File: src/rtl/mem_access_l3.sv
// mem_access_l3: L3 data-memory access unit; req/ack handshake, stall, load extension, timeout.
// Ports: clk/rstn (async active-low); clear_l3 flush; ins_*_l3 load/store decode; alu_q_l3 address;
//        rs2_q_l3 store data; rd_l3 load dest; mem_* data-memory handshake; stall_l3 pipeline hold;
//        load_valid/rd/data_l3 writeback to L4; misalign_l3 flag; bus_err_l3 timeout pulse.
module mem_access_l3 #(
  parameter int TIMEOUT = 255,
  parameter int CNT_W = 8
) (
  input  logic        clk,
  input  logic        rstn,
  input  logic        clear_l3,
  input  logic        ins_lb_l3,
  input  logic        ins_lh_l3,
  input  logic        ins_lw_l3,
  input  logic        ins_sb_l3,
  input  logic        ins_sh_l3,
  input  logic        ins_sw_l3,
  input  logic [31:0] alu_q_l3,
  input  logic [31:0] rs2_q_l3,
  input  logic [4:0]  rd_l3,
  output logic        mem_req,
  output logic        mem_we,
  output logic [31:0] mem_addr,
  output logic [3:0]  mem_be,
  output logic [31:0] mem_wdata,
  input  logic [31:0] mem_rdata,
  input  logic        mem_ack,
  output logic        stall_l3,
  output logic        load_valid_l3,
  output logic [4:0]  load_rd_l3,
  output logic [31:0] load_data_l3,
  output logic        misalign_l3,
  output logic        bus_err_l3
);
  typedef enum logic [1:0] {IDLE, REQ, DONE} state_t;
  state_t state, state_nx;
  logic is_lw, is_lh, is_lb, is_sw, is_sh, is_sb;
  logic is_load, access, misaligned, start, drop_q, drop_now, ld_q, timeout;
  logic [1:0] size, size_q, off_q;
  logic [3:0] be;
  logic [31:0] wdata, shifted, ext;
  logic [CNT_W-1:0] cnt;
  // one-hot decode with lw>lh>lb>sw>sh>sb priority for illegal multi-hot inputs
  assign is_lw = ins_lw_l3;
  assign is_lh = ins_lh_l3 & !is_lw;
  assign is_lb = ins_lb_l3 & !is_lw & !is_lh;
  assign is_load = is_lw | is_lh | is_lb;
  assign is_sw = ins_sw_l3 & !is_load;
  assign is_sh = ins_sh_l3 & !is_load & !is_sw;
  assign is_sb = ins_sb_l3 & !is_load & !is_sw & !is_sh;
  assign access = is_load | is_sw | is_sh | is_sb;
  // size: 0 byte, 1 half, 2 word
  assign size = (is_lw | is_sw) ? 2'd2 : (is_lh | is_sh) ? 2'd1 : 2'd0;
  assign misaligned = (size == 2'd1 & alu_q_l3[0]) | (size == 2'd2 & alu_q_l3[1:0] != 2'b00);
  assign misalign_l3 = access & misaligned & state == IDLE & !clear_l3;
  assign start = access & !misaligned & state == IDLE & !clear_l3;
  assign be = size == 2'd2 ? 4'b1111 : size == 2'd1 ? 4'b0011 << {alu_q_l3[1], 1'b0} : 4'b0001 << alu_q_l3[1:0];
  assign wdata = size == 2'd2 ? rs2_q_l3 : size == 2'd1 ? {2{rs2_q_l3[15:0]}} : {4{rs2_q_l3[7:0]}};
  // halfword offsets are 0 or 2 when aligned, so one byte-granular shift serves both sizes
  assign shifted = mem_rdata >> {off_q, 3'b000};
  assign ext = size_q == 2'd2 ? mem_rdata : size_q == 2'd1 ? {{16{shifted[15]}}, shifted[15:0]} : {{24{shifted[7]}}, shifted[7:0]};
  assign drop_now = drop_q | clear_l3;
  assign timeout = TIMEOUT != 0 && cnt == CNT_W'(TIMEOUT - 1);
  always_comb begin
    state_nx = state;
    stall_l3 = 1'b0;
    mem_req = 1'b0;
    bus_err_l3 = 1'b0;
    load_valid_l3 = 1'b0;
    case (state)
      IDLE: begin
        stall_l3 = start;
        state_nx = start ? REQ : IDLE;
      end
      REQ: begin
        mem_req = 1'b1;
        stall_l3 = 1'b1;
        bus_err_l3 = !mem_ack & timeout;
        state_nx = mem_ack ? (drop_now ? IDLE : DONE) : timeout ? IDLE : REQ;
      end
      DONE: begin
        load_valid_l3 = ld_q;
        state_nx = IDLE;
      end
      default: state_nx = IDLE;
    endcase
  end
  always_ff @(posedge clk or negedge rstn) begin
    if (!rstn) begin
      state <= IDLE;
      mem_we <= 1'b0;
      mem_addr <= '0;
      mem_be <= '0;
      mem_wdata <= '0;
      load_rd_l3 <= '0;
      load_data_l3 <= '0;
      cnt <= '0;
      drop_q <= 1'b0;
      ld_q <= 1'b0;
      size_q <= '0;
      off_q <= '0;
    end else begin
      state <= state_nx;
      if (start) begin
        mem_addr <= {alu_q_l3[31:2], 2'b00};
        mem_we <= !is_load;
        mem_be <= be;
        mem_wdata <= wdata;
        load_rd_l3 <= rd_l3;
        ld_q <= is_load;
        size_q <= size;
        off_q <= alu_q_l3[1:0];
        cnt <= '0;
        drop_q <= 1'b0;
      end
      if (state == REQ) begin
        cnt <= cnt + 1'b1;
        drop_q <= drop_now;
        if (mem_ack) load_data_l3 <= ext;
      end
    end
  end
endmodule

File: config.mk
export PLATFORM = sky130hd
export DESIGN_NAME = mem_access_l3
export DESIGN_NICKNAME = d
export VERILOG_FILES = /design/src/rtl/mem_access_l3.sv
export SDC_FILE = /design/constraint.sdc
export NUM_CORES = 1
export LEC_CHECK = 0
export BUFFER_PORTS_ARGS = -buffer_cell sky130_fd_sc_hd__buf_2
export CORE_ASPECT_RATIO = 1.1
export CORE_UTILIZATION = 49
export CTS_CLUSTER_SIZE = 30
export DETAILED_ROUTE_END_ITERATION = 10
export PLACE_DENSITY = 0.8
export RECOVER_POWER = 25
export SKIP_LAST_GASP = 1
export SLEW_MARGIN = 20
export SYNTH_ARGS = -nofsm -noshare
export SYNTH_HDL_FRONTEND = slang
export SYNTH_SLANG_ARGS = --single-unit
File: constraint.sdc
create_clock -name clk -period 2.7 [get_ports clk]
set_clock_uncertainty 0.2 [all_clocks]
set_input_delay 0.135 -clock clk [delete_from_list [all_inputs] [get_ports clk]]
set_output_delay 0.135 -clock clk [all_outputs]
set_load 0.05 [all_outputs]
==> metrics.md, run 1 <==
| Metric | Value |
|---|---|
| Run status | `complete, but fails checks` |
| Failing checks | `max-capacitance violations, max-slew violations` |
| Detailed-placement wirelength estimate | `11000 um` |
| Worst r2r src | `state[1]` |
| Initial antenna violation count | `1` |
| Residual DRC | `0` |
| Crit start category | `input pin` |
| PortBufs | `219` |
| CP Max Fanout | `38` |
| Hold Startpoint | `ins_lw_l3` |
| Setup crit end kind | `primary output` |
| Crit path DAT | `2.32 ns` |
| Post-synth top area share | `53.0%` |
| Clk buf depth | `2` |
| Max-Cap Viols | `1` |
| Die Y | `115 um` |
| First-pass GRT wire length | `around 30000 um` |
| Share of cells above drive strength 1 | `41.8%` |
| Total power | `0.00989 W` |
| Post-synthesis cell count | `502` |
| Sequential fraction of the synthesis area | `a little over half` |
| Clk slew on worst S/H paths | `0.06 ns` |
| Final Max Slew Viols | `approximately 120` |
| Vias in the first global route | `between 5000 and 6000` |
| Wire length per cell | `19.7 um` |
| Final cycle utilization of the critical path | `98.4%` |
| Reg-to-Reg End | `load_data_l3[1]` |
| Top cells by area, synth | `dfrtp_1 53%, mux2_2 17%, nand2_1 3.3%` |
| RSZ-0062 raised after global routing | `yes` |
| Worst VDD drop | `roughly 0.00074 V` |
| Worst min path class | `input pin to flop` |
| CTS Buf Count | `17` |
| Nets@finish | `around 950` |
| Clk Latency, worst-skew pair | `0.41 ns` |
| Placement Rows | `40` |
| Core area | `11100 sq um` |
| CTS tree | `built` |
| Width of the die | `105 um` |
| Initial DRT Pass Iterations | `7` |
| Gpl congestion | `0.874` |
| Core Util, Final | `77.9%` |
| Share of flip-flops with an asynchronous set or reset | `between 90% and 100%` |
| Die area | `12000 sq um` |
| Vias per cell | `5.66` |
| Vias | `~5600` |
| LEAKAGE | `4.01 nW` |
| Fin. Hold Viols | `0` |
| Root Buffer | `clkbuf_16` |
| Final setup fails | `0` |
| ANT nets after route | `0` |
| Clk sink count | `120` |
| GRT Total Usage | `33.4%` |
| Data required time of the critical path | `2.37 ns` |
| Synth Flop Type | `dfrtp_1` |
| Min Clock Period, post-route | `2.66 ns` |
| Final hold slack | `0.0444 ns` |
| Setup TNS Final | `0 ns` |
| DRT iter0 DRCs | `about 490` |
| Non-filler cells, final | `994` |
| H-tree Lvls | `4` |
| FF+latch count, synth | `120` |
| Max Freq | `376 MHz` |
| Avg Inst Size Synth | `approximately 11 sq um` |
| Io pins | `222` |
| Area delta synth->final | `52.8%` |
| Initial Util | `between 50% and 60%` |
| Post-synth EDFFs | `0` |
| Crit Path Category | `input pin to primary output` |
| Pwr dens | `1140 nW/um^2` |
| Distinct cells, synth | `50` |
| WHS Path Cells | `4` |
| Max_slew headroom | `-8.86%` |
| Worst Hold Path EP | `mem_be[3]` |
| Count of yosys warnings during synthesis | `0` |
| Measured slew at the worst slew-check pin | `1.63 ns` |
| Post-Place Cells | `846` |
| Pin count of the biggest net entering global routing | `121` |
| Reg2reg setup slack | `0.16 ns` |
| R2R depth | `7` |
| Final WL | `approximately 20000 um` |
| Syn Std Cell Area | `5660 sq um` |
| Leading area contributor after synthesis | `dfrtp_1` |
| Overflow after GRT | `0` |
[critical path: stages]
cell           delay (ns)
dlygate4sd3_1        0.54
buf_2                0.16
nor2_1               0.22
o21ai_0              0.27
a21oi_4              0.32
buf_12               0.27
or2_2                0.14
buf_2                0.25
[registers in the layout, summed over array words and instances (netlist names)]
| signal | cells |
|---|---|
| mem_we | 1 |
| size_q | 2 |
| mem_wdata | 32 |
| off_q | 2 |
| mem_addr | 30 |
| load_data_l3 | 32 |
| drop_q | 1 |
| mem_be | 4 |
| ld_q | 1 |
| load_rd_l3 | 5 |
| state | 2 |
| cnt | 8 |
[final cells by class]
| type | count | area, sq um |
|---|---|---|
| Antenna cell | 2 | 5.00 |
| Clock buffer | 19 | 453 |
| Clock inverter | 13 | 194 |
| Fill cell | 639 | 2460 |
| Inverter | 13 | 48.8 |
| Multi-Input combinational cell | 337 | 2430 |
| Sequential cell | 120 | 3000 |
| Tap cell | 147 | 184 |
| Timing Repair Buffer | 343 | 2330 |
[cells by family after synthesis]
logic type | share of synthesized area, %
AND/OR/NAND/NOR | 10.9
flip-flops | 53.0
multiplexers | 19.9
AO/OA/AOI/OAI | 11.4
buffers and inverters | 4.13
adder cells (fa/ha/maj) | 0.442
other | 0.0662
XOR/XNOR | 0.155
[where the power goes]
part | total (W) | internal [W] | switching (W)
registers | 0.00293 | 0.00245 | 0.000484
clock network | 0.00250 | 0.00160 | 0.000899
logic | 0.00446 | 0.00123 | 0.00322
total | 0.00989 | 0.00529 | 0.00461
[layer usage]
metal	global-route usage (%)	vias up	routed length, um
met3	8.56	72	1720
met1	38.2	2703	7100
li1	-	2454	-
met5	0	-	0
met4	18.2	0	797
met2	58.0	394	9980
[metrics by stage]
step                      instance area, sq um  worst slack, ns
after detailed placement                  6880            0.418
after CTS                                 8640           0.0294
after global placement                    6880            0.477
after floorplan                           5670           0.0370
after global routing                      8650         -0.00487
final                                     8650           0.0424
[worst max-delay path by stage]
stage | start | to | cells after the start
finish | ins_lh_l3 | stall_l3 | 8
global route | ins_lh_l3 | stall_l3 | 8
CTS | ins_lh_l3 | stall_l3 | 8
detailed placement | state[1] | load_data_l3[8] | 5
global placement | state[1] | load_data_l3[10] | 5
floorplan | state[1] | bus_err_l3 | 3
[placed cells by master (no fill, tap or decap), types with 6 or more instances in the layout]
master	n
dlygate4sd3_1	111
clkbuf_16	17
mux2i_1	18
nand2_1	50
a222oi_1	12
nor2_1	35
buf_4	10
buf_2	218
o21ai_0	24
a21oi_1	34
o211ai_1	6
inv_1	13
dfrtp_1	120
nand2b_1	13
mux2_2	83
nand3_1	7
[what timing repair did]
| item | 4_1_cts | 5_1_grt |
|---|---|---|
| endpoints found under the hold margin | 227 | 0 |
| resized for setup | 0 | 1 |
| hold buffers | 111 | 0 |
| setup buffers | 0 | 3 |
| setup endpoints to repair | 0 | 6 |
[synthesized netlist by cell type (3+ instances only)]
library cell / instances
dfrtp_1: 120
mux2_2: 83
nand2_1: 50
nor2_1: 35
a21oi_1: 34
o21ai_0: 24
mux2i_1: 18
clkbuf_1: 16
inv_1: 13
nand2b_1: 13
a222oi_1: 12
buf_4: 9
nand3_1: 7
o211ai_1: 6
nor2b_1: 5
nor3_1: 5
buf_2: 3
buf_6: 3
o22ai_1: 3
or3_1: 3
(Power assumes the default switching activity.)
==> run 2, diff against run 1 <==
--- a/config.mk
+++ b/config.mk
@@ -6,11 +6,13 @@
 export NUM_CORES = 1
 export LEC_CHECK = 0
 export BUFFER_PORTS_ARGS = -buffer_cell sky130_fd_sc_hd__buf_2
+export CELL_PAD_IN_SITES_DETAIL_PLACEMENT = 1
+export CELL_PAD_IN_SITES_GLOBAL_PLACEMENT = 1
 export CORE_ASPECT_RATIO = 1.1
-export CORE_UTILIZATION = 49
+export CORE_UTILIZATION = 37
 export CTS_CLUSTER_SIZE = 30
 export DETAILED_ROUTE_END_ITERATION = 10
-export PLACE_DENSITY = 0.8
+export PLACE_DENSITY_LB_ADDON = 0.1
 export RECOVER_POWER = 25
 export SKIP_LAST_GASP = 1
 export SLEW_MARGIN = 20
==> metrics.md, run 2 (synthesized netlist as in run 1, its figures left out) <==
| Metric | Value |
|---|---|
| Die Y | `132 um` |
| Setup TNS Final | `0 ns` |
| PortBufs | `~220` |
| Pwr dens | `1120 nW/um^2` |
| Largest registers | `load_data_l3 (32), mem_wdata (32), mem_addr (30)` |
| Crit start category | `input pin` |
| Multi-input gate area | `2430 sq um` |
| H-tree Lvls | `4` |
| Most frequent cells in the layout | `210 x buf_2, 120 x dfrtp_1, 110 x dlygate4sd3_1` |
| Clk sink count | `120` |
| Min Clock Period, post-route | `roughly 2.6 ns` |
| Worst r2r src | `state[0]` |
| Crit path DAT | `around 2.3 ns` |
| Crit Path Category | `input pin to primary output` |
| Reg2reg setup slack | `about 0.47 ns` |
| Final Max Slew Viols | `0` |
| Failing checks | `negative hold slack` |
| Die area | `15800 sq um` |
| Detailed-placement wirelength estimate | `12600 um` |
| LEAKAGE | `3.97 nW` |
| Max-Cap Viols | `0` |
| Core area | `15000 sq um` |
| Vias | `5362` |
| Final WL | `between 20000 and 25000 um` |
| Measured slew at the worst slew-check pin | `1.31 ns` |
| Final setup fails | `0` |
| Io pins | `222` |
| Nets@finish | `around 950` |
| Setup repair bufs after CTS | `0` |
| Non-filler cells, final | `roughly 1000` |
| Clk Latency, worst-skew pair | `0.42 ns` |
| Area delta synth->final | `52.8%` |
| R2R depth | `4` |
| Initial antenna violation count | `1` |
| Placement Rows | `47` |
| Width of the die | `120 um` |
| Overflow after GRT | `0` |
| CTS tree | `built` |
| Worst VDD drop | `0.000862 V` |
| CP Max Fanout | `30` |
| Gpl congestion | `0.846` |
| Max Freq | `379 MHz` |
| Final cycle utilization of the critical path | `97.8%` |
| Data required time of the critical path | `2.37 ns` |
| Run status | `complete, but fails checks` |
| Vias in the first global route | `5991` |
| DRT iter0 DRCs | `251` |
| Residual DRC | `0` |
| Pin count of the biggest net entering global routing | `60` |
| Worst min path class | `input pin to async pin` |
| Most common cell after layout, fill and taps aside | `buf_2` |
| GRT Total Usage | `a little over a quarter` |
| First-pass GRT wire length | `31600 um` |
| Root Buffer | `clkbuf_16` |
| Wire length per cell | `approximately 19 um` |
| Initial DRT Pass Iterations | `7` |
| RSZ-0062 raised after global routing | `no` |
| Clk slew on worst S/H paths | `0.06 ns` |
| Max_slew headroom | `13.0%` |
| Filler cells | `1672` |
| Vias per cell | `5.14` |
| Fin. Hold Viols | `3` |
| Post-Place Cells | `899` |
| Initial Util | `between 30% and 40%` |
| Setup crit end kind | `primary output` |
| Final hold slack | `-0.00759 ns` |
| Share of cells above drive strength 1 | `40.9%` |
| CTS Buf Count | `17` |
| Storage element area | `3000 sq um` |
| Reg-to-Reg End | `mem_addr[13]` |
| ANT nets after route | `0` |
| Clk buf depth | `2` |
run 2: changes by cell type in the layout (fill, tap and decap cells not counted), sizes merged:
| cell | previous run | this run |
|---|---|---|
| buf | 230 | 224 |
| clkbuf | 21 | 27 |
| inv | 15 | 18 |
| bufinv | 4 | 2 |
| clkinv | 3 | 4 |
| diode | 2 | 1 |
| dlygate4sd3 | 111 | 110 |
run 2: timing repair:
| item | in CTS | in global routing |
|---|---|---|
| hold endpoints to repair | 186 | 0 |
| setup endpoints to repair | 0 | 1 |
| hold buffers | 110 | 0 |
| gates resized for setup | 0 | 0 |
run 2: per-stage QoR:
step	setup WS (ns)	power, W	area, sq um	hold WS [ns]	utilization (%)
6_report	0.0597	0.00966	8650	-0.00759	57.7
3_3_place_gp	0.629	0.00709	6960	-0.0936	46.4
3_5_place_dp	0.555	0.00721	6960	-0.0891	46.4
5_1_grt	0.00382	0.0101	8650	0.0283	57.7
4_1_cts	0.0744	0.00965	8650	0.0160	57.7
2_1_floorplan	0.0370	0.00605	5670	-0.361	-
run 2: final cells by class:
| class | count | area share, % |
|---|---|---|
| Tap cell | 196 | 2.83 |
| Clock buffer | 17 | 4.92 |
| Antenna cell | 1 | 0.0289 |
| Timing Repair Buffer | 344 | 26.9 |
| Multi-Input combinational cell | 337 | 28.1 |
| Inverter | 13 | 0.564 |
| Clock inverter | 15 | 1.95 |
| Sequential cell | 120 | 34.7 |
run 2: power by group:
group	internal, W	leakage, nW	switching (W)
Clock	0.00138	0.277	0.000912
Combinational	0.00122	2.28	0.00326
Sequential	0.00245	1.42	0.000438
Total	0.00504	3.97	0.00461
run 2: how the worst max path moves through the flow:
stage,from,depth (start not counted),endpoint,slack [ns]
floorplan,state[1],3,bus_err_l3,0.04
global placement,state[0],5,stall_l3,0.63
detailed placement,state[0],4,mem_addr[14],0.55
CTS,ins_lh_l3,8,stall_l3,0.07
global route,ins_lh_l3,8,stall_l3,0.004
finish,ins_lh_l3,8,stall_l3,0.06
run 2: worst max-delay path, cell delays in order:
cell and delay (ns):
dlygate4sd3_1 0.57, buf_2 0.18, nor2_1 0.09, a2111o_1 0.43, a21oi_4 0.24, buf_12 0.25
or2_2 0.14, buf_2 0.25
run 2: metal layers:
layer	vias to the layer above	share of wire (%)	track usage [%]
li1	2456	-	-
met1	2653	38	28.9
met2	218	54	46.1
met3	35	6.2	7.48
met4	0	2.4	11.1
met5	-	0	0
==> run 3, diff against run 2 <==
--- a/config.mk
+++ b/config.mk
@@ -6,10 +6,10 @@
 export NUM_CORES = 1
 export LEC_CHECK = 0
 export BUFFER_PORTS_ARGS = -buffer_cell sky130_fd_sc_hd__buf_2
-export CELL_PAD_IN_SITES_DETAIL_PLACEMENT = 1
-export CELL_PAD_IN_SITES_GLOBAL_PLACEMENT = 1
+export CELL_PAD_IN_SITES_DETAIL_PLACEMENT = 2
+export CELL_PAD_IN_SITES_GLOBAL_PLACEMENT = 2
 export CORE_ASPECT_RATIO = 1.1
-export CORE_UTILIZATION = 37
+export CORE_UTILIZATION = 30
 export CTS_CLUSTER_SIZE = 30
 export DETAILED_ROUTE_END_ITERATION = 10
 export PLACE_DENSITY_LB_ADDON = 0.1
==> metrics.md, run 3 (synthesized netlist as in run 1, its figures left out) <==
| Metric | Value |
|---|---|
| Run status | `finished clean` |
| Detailed-placement wirelength estimate | `13800 um` |
| H-tree Lvls | `4` |
| Vias in the first global route | `between 6000 and 7000` |
| ANT nets after route | `0` |
| Io pins | `222` |
| Area delta synth->final | `55.7%` |
| Worst VDD drop | `0.000569 V` |
| LEAKAGE | `4.03 nW` |
| Vias | `5377` |
| Crit path DAT | `2.28 ns` |
| Placed cell area | `slightly above 7000 sq um` |
| Nets@finish | `954` |
| Clk sink count | `120` |
| Core Util, Final | `47.9%` |
| Clk slew on worst S/H paths | `0.06 ns` |
| Final WL | `22900 um` |
| Int Power | `0.00511 W` |
| Pin count of the biggest net entering global routing | `74` |
| Initial Util | `30.8%` |
| Flop pwr share | `29.5%` |
| Setup crit end kind | `primary output` |
| Final Max Slew Viols | `0` |
| Residual DRC | `0` |
| Data required time of the critical path | `2.37 ns` |
| Min Clock Period, post-route | `about 2.6 ns` |
| Width of the die | `~130 um` |
| Initial antenna violation count | `2` |
| Design Area, Final | `8820 sq um` |
| CTS Buf Count | `17` |
| Crit Path Category | `input pin to primary output` |
| First-pass GRT wire length | `35700 um` |
| DRT iter0 DRCs | `roughly 230` |
| Setup repair bufs after CTS | `0` |
| Setup Slack @ Placement | `0.598 ns` |
| Sw Ratio | `48.2%` |
| Root Buffer | `clkbuf_16` |
| Measured slew at the worst slew-check pin | `between 1 and 1.5 ns` |
| Vias per cell | `4.90` |
| Total power | `0.00987 W` |
| Overflow after GRT | `0` |
| Gpl congestion | `0.786` |
| Max-Cap Viols | `0` |
| Pwr dens | `1120 nW/um^2` |
| Switch Pwr | `between 0.004 and 0.005 W` |
| Largest registers | `load_data_l3 (32), mem_wdata (32), mem_addr (30)` |
| Ant. Diodes | `0` |
| CTS tree | `built` |
| Comb power frac | `around 47%` |
| Share of cells above drive strength 1 | `a little over two fifths` |
| Fin. Hold Viols | `0` |
| PortBufs | `219` |
| Worst min path class | `input pin to flop` |
| Die Y | `146 um` |
| Clock Power Share | `23.6%` |
| Most frequent cells in the layout | `218 x buf_2, 120 x dfrtp_1, 116 x dlygate4sd3_1` |
| Initial DRT Pass Iterations | `8` |
| Placement Rows | `52` |
| Final setup fails | `0` |
| Setup TNS Final | `0 ns` |
| Wire length per cell | `20.9 um` |
| Most common cell after layout, fill and taps aside | `buf_2` |
| RSZ-0062 raised after global routing | `yes` |
| Max Freq | `382 MHz` |
| Clk Latency, worst-skew pair | `between 0.4 and 0.5 ns` |
| Die area | `19400 sq um` |
| Core area | `18400 sq um` |
| Clk buf depth | `2` |
| Crit start category | `input pin` |
| Max_slew headroom | `30.1%` |
| Setup ws final | `0.0816 ns` |
| Final cycle utilization of the critical path | `97.0%` |
| GRT Total Usage | `24.3%` |
| CP Max Fanout | `23` |
[run 3: changes by cell type in the layout (fill, tap and decap cells not counted), sizes merged]
cell	change
inv	-1
clkbuf	-6
clkinvlp	+1
diode	-1
dlygate4sd3	+6
buf	+8
[run 3: through the flow]
stage / instances / hold slack (ns)
6_report: 1097 / 0.0715
3_5_place_dp: 948 / -0.0464
5_1_grt: 1097 / 0.0756
4_1_cts: 1096 / 0.00849
3_3_place_gp: 948 / -0.0460
2_1_floorplan: 503 / -0.361
[run 3: cell type report]
| cell class | count | area [sq um] |
|---|---|---|
| Sequential cell | 120 | 3000 |
| Clock inverter | 15 | 168 |
| Clock buffer | 17 | 425 |
| Timing Repair Buffer | 352 | 2420 |
| Multi-Input combinational cell | 337 | 2450 |
| Tap cell | 243 | 304 |
| Inverter | 13 | 48.8 |
| Fill cell | 1899 | 9590 |
[run 3: timing repair]
item | 4_1_cts | 5_1_grt
setup endpoints to repair | 0 | 6
endpoints found under the hold margin | 154 | 0
hold buffers | 116 | 0
resized for setup | 0 | 6
[run 3: power by group through the flow]
stage	registers, W	logic [W]	clock network (W)
6_report	0.00291	0.00462	0.00233
2_1_floorplan	0.00491	0.00114	0
3_5_place_dp	0.00289	0.00439	0
5_1_grt	0.00299	0.00487	0.00245
3_3_place_gp	0.00284	0.00430	0
4_1_cts	0.00287	0.00458	0.00238
[run 3: final timing paths]
check,slack [ns],depth (start not counted),start,end
max,0.08,8,ins_lb_l3,stall_l3
min,0.07,4,ins_sw_l3,mem_be[3]
max reg2reg,0.23,6,off_q[1],load_data_l3[2]
min reg2reg,0.24,1,drop_q,state[1]
max in group asynchronous,0.41,3,rstn,mem_be[3]
min in group asynchronous,0.22,2,rstn,load_data_l3[1]
[run 3: worst max-delay path: stages]
cell and delay (ns):
dlygate4sd3_1 0.54, buf_2 0.19, nor4_2 0.08, a2111o_1 0.46, a21oi_4 0.26, buf_12 0.23, or2_2 0.13, buf_2 0.25
[run 3: metal layers]
layer	vias up	share of wire [%]	track usage, %	routed length, um
li1	2470	-	-	-
met1	2686	39	26.6	8920
met2	188	54	44.9	12300
met3	31	5.6	6.18	1270
met4	2	1.9	8.56	429
met5	-	0.057	0	13
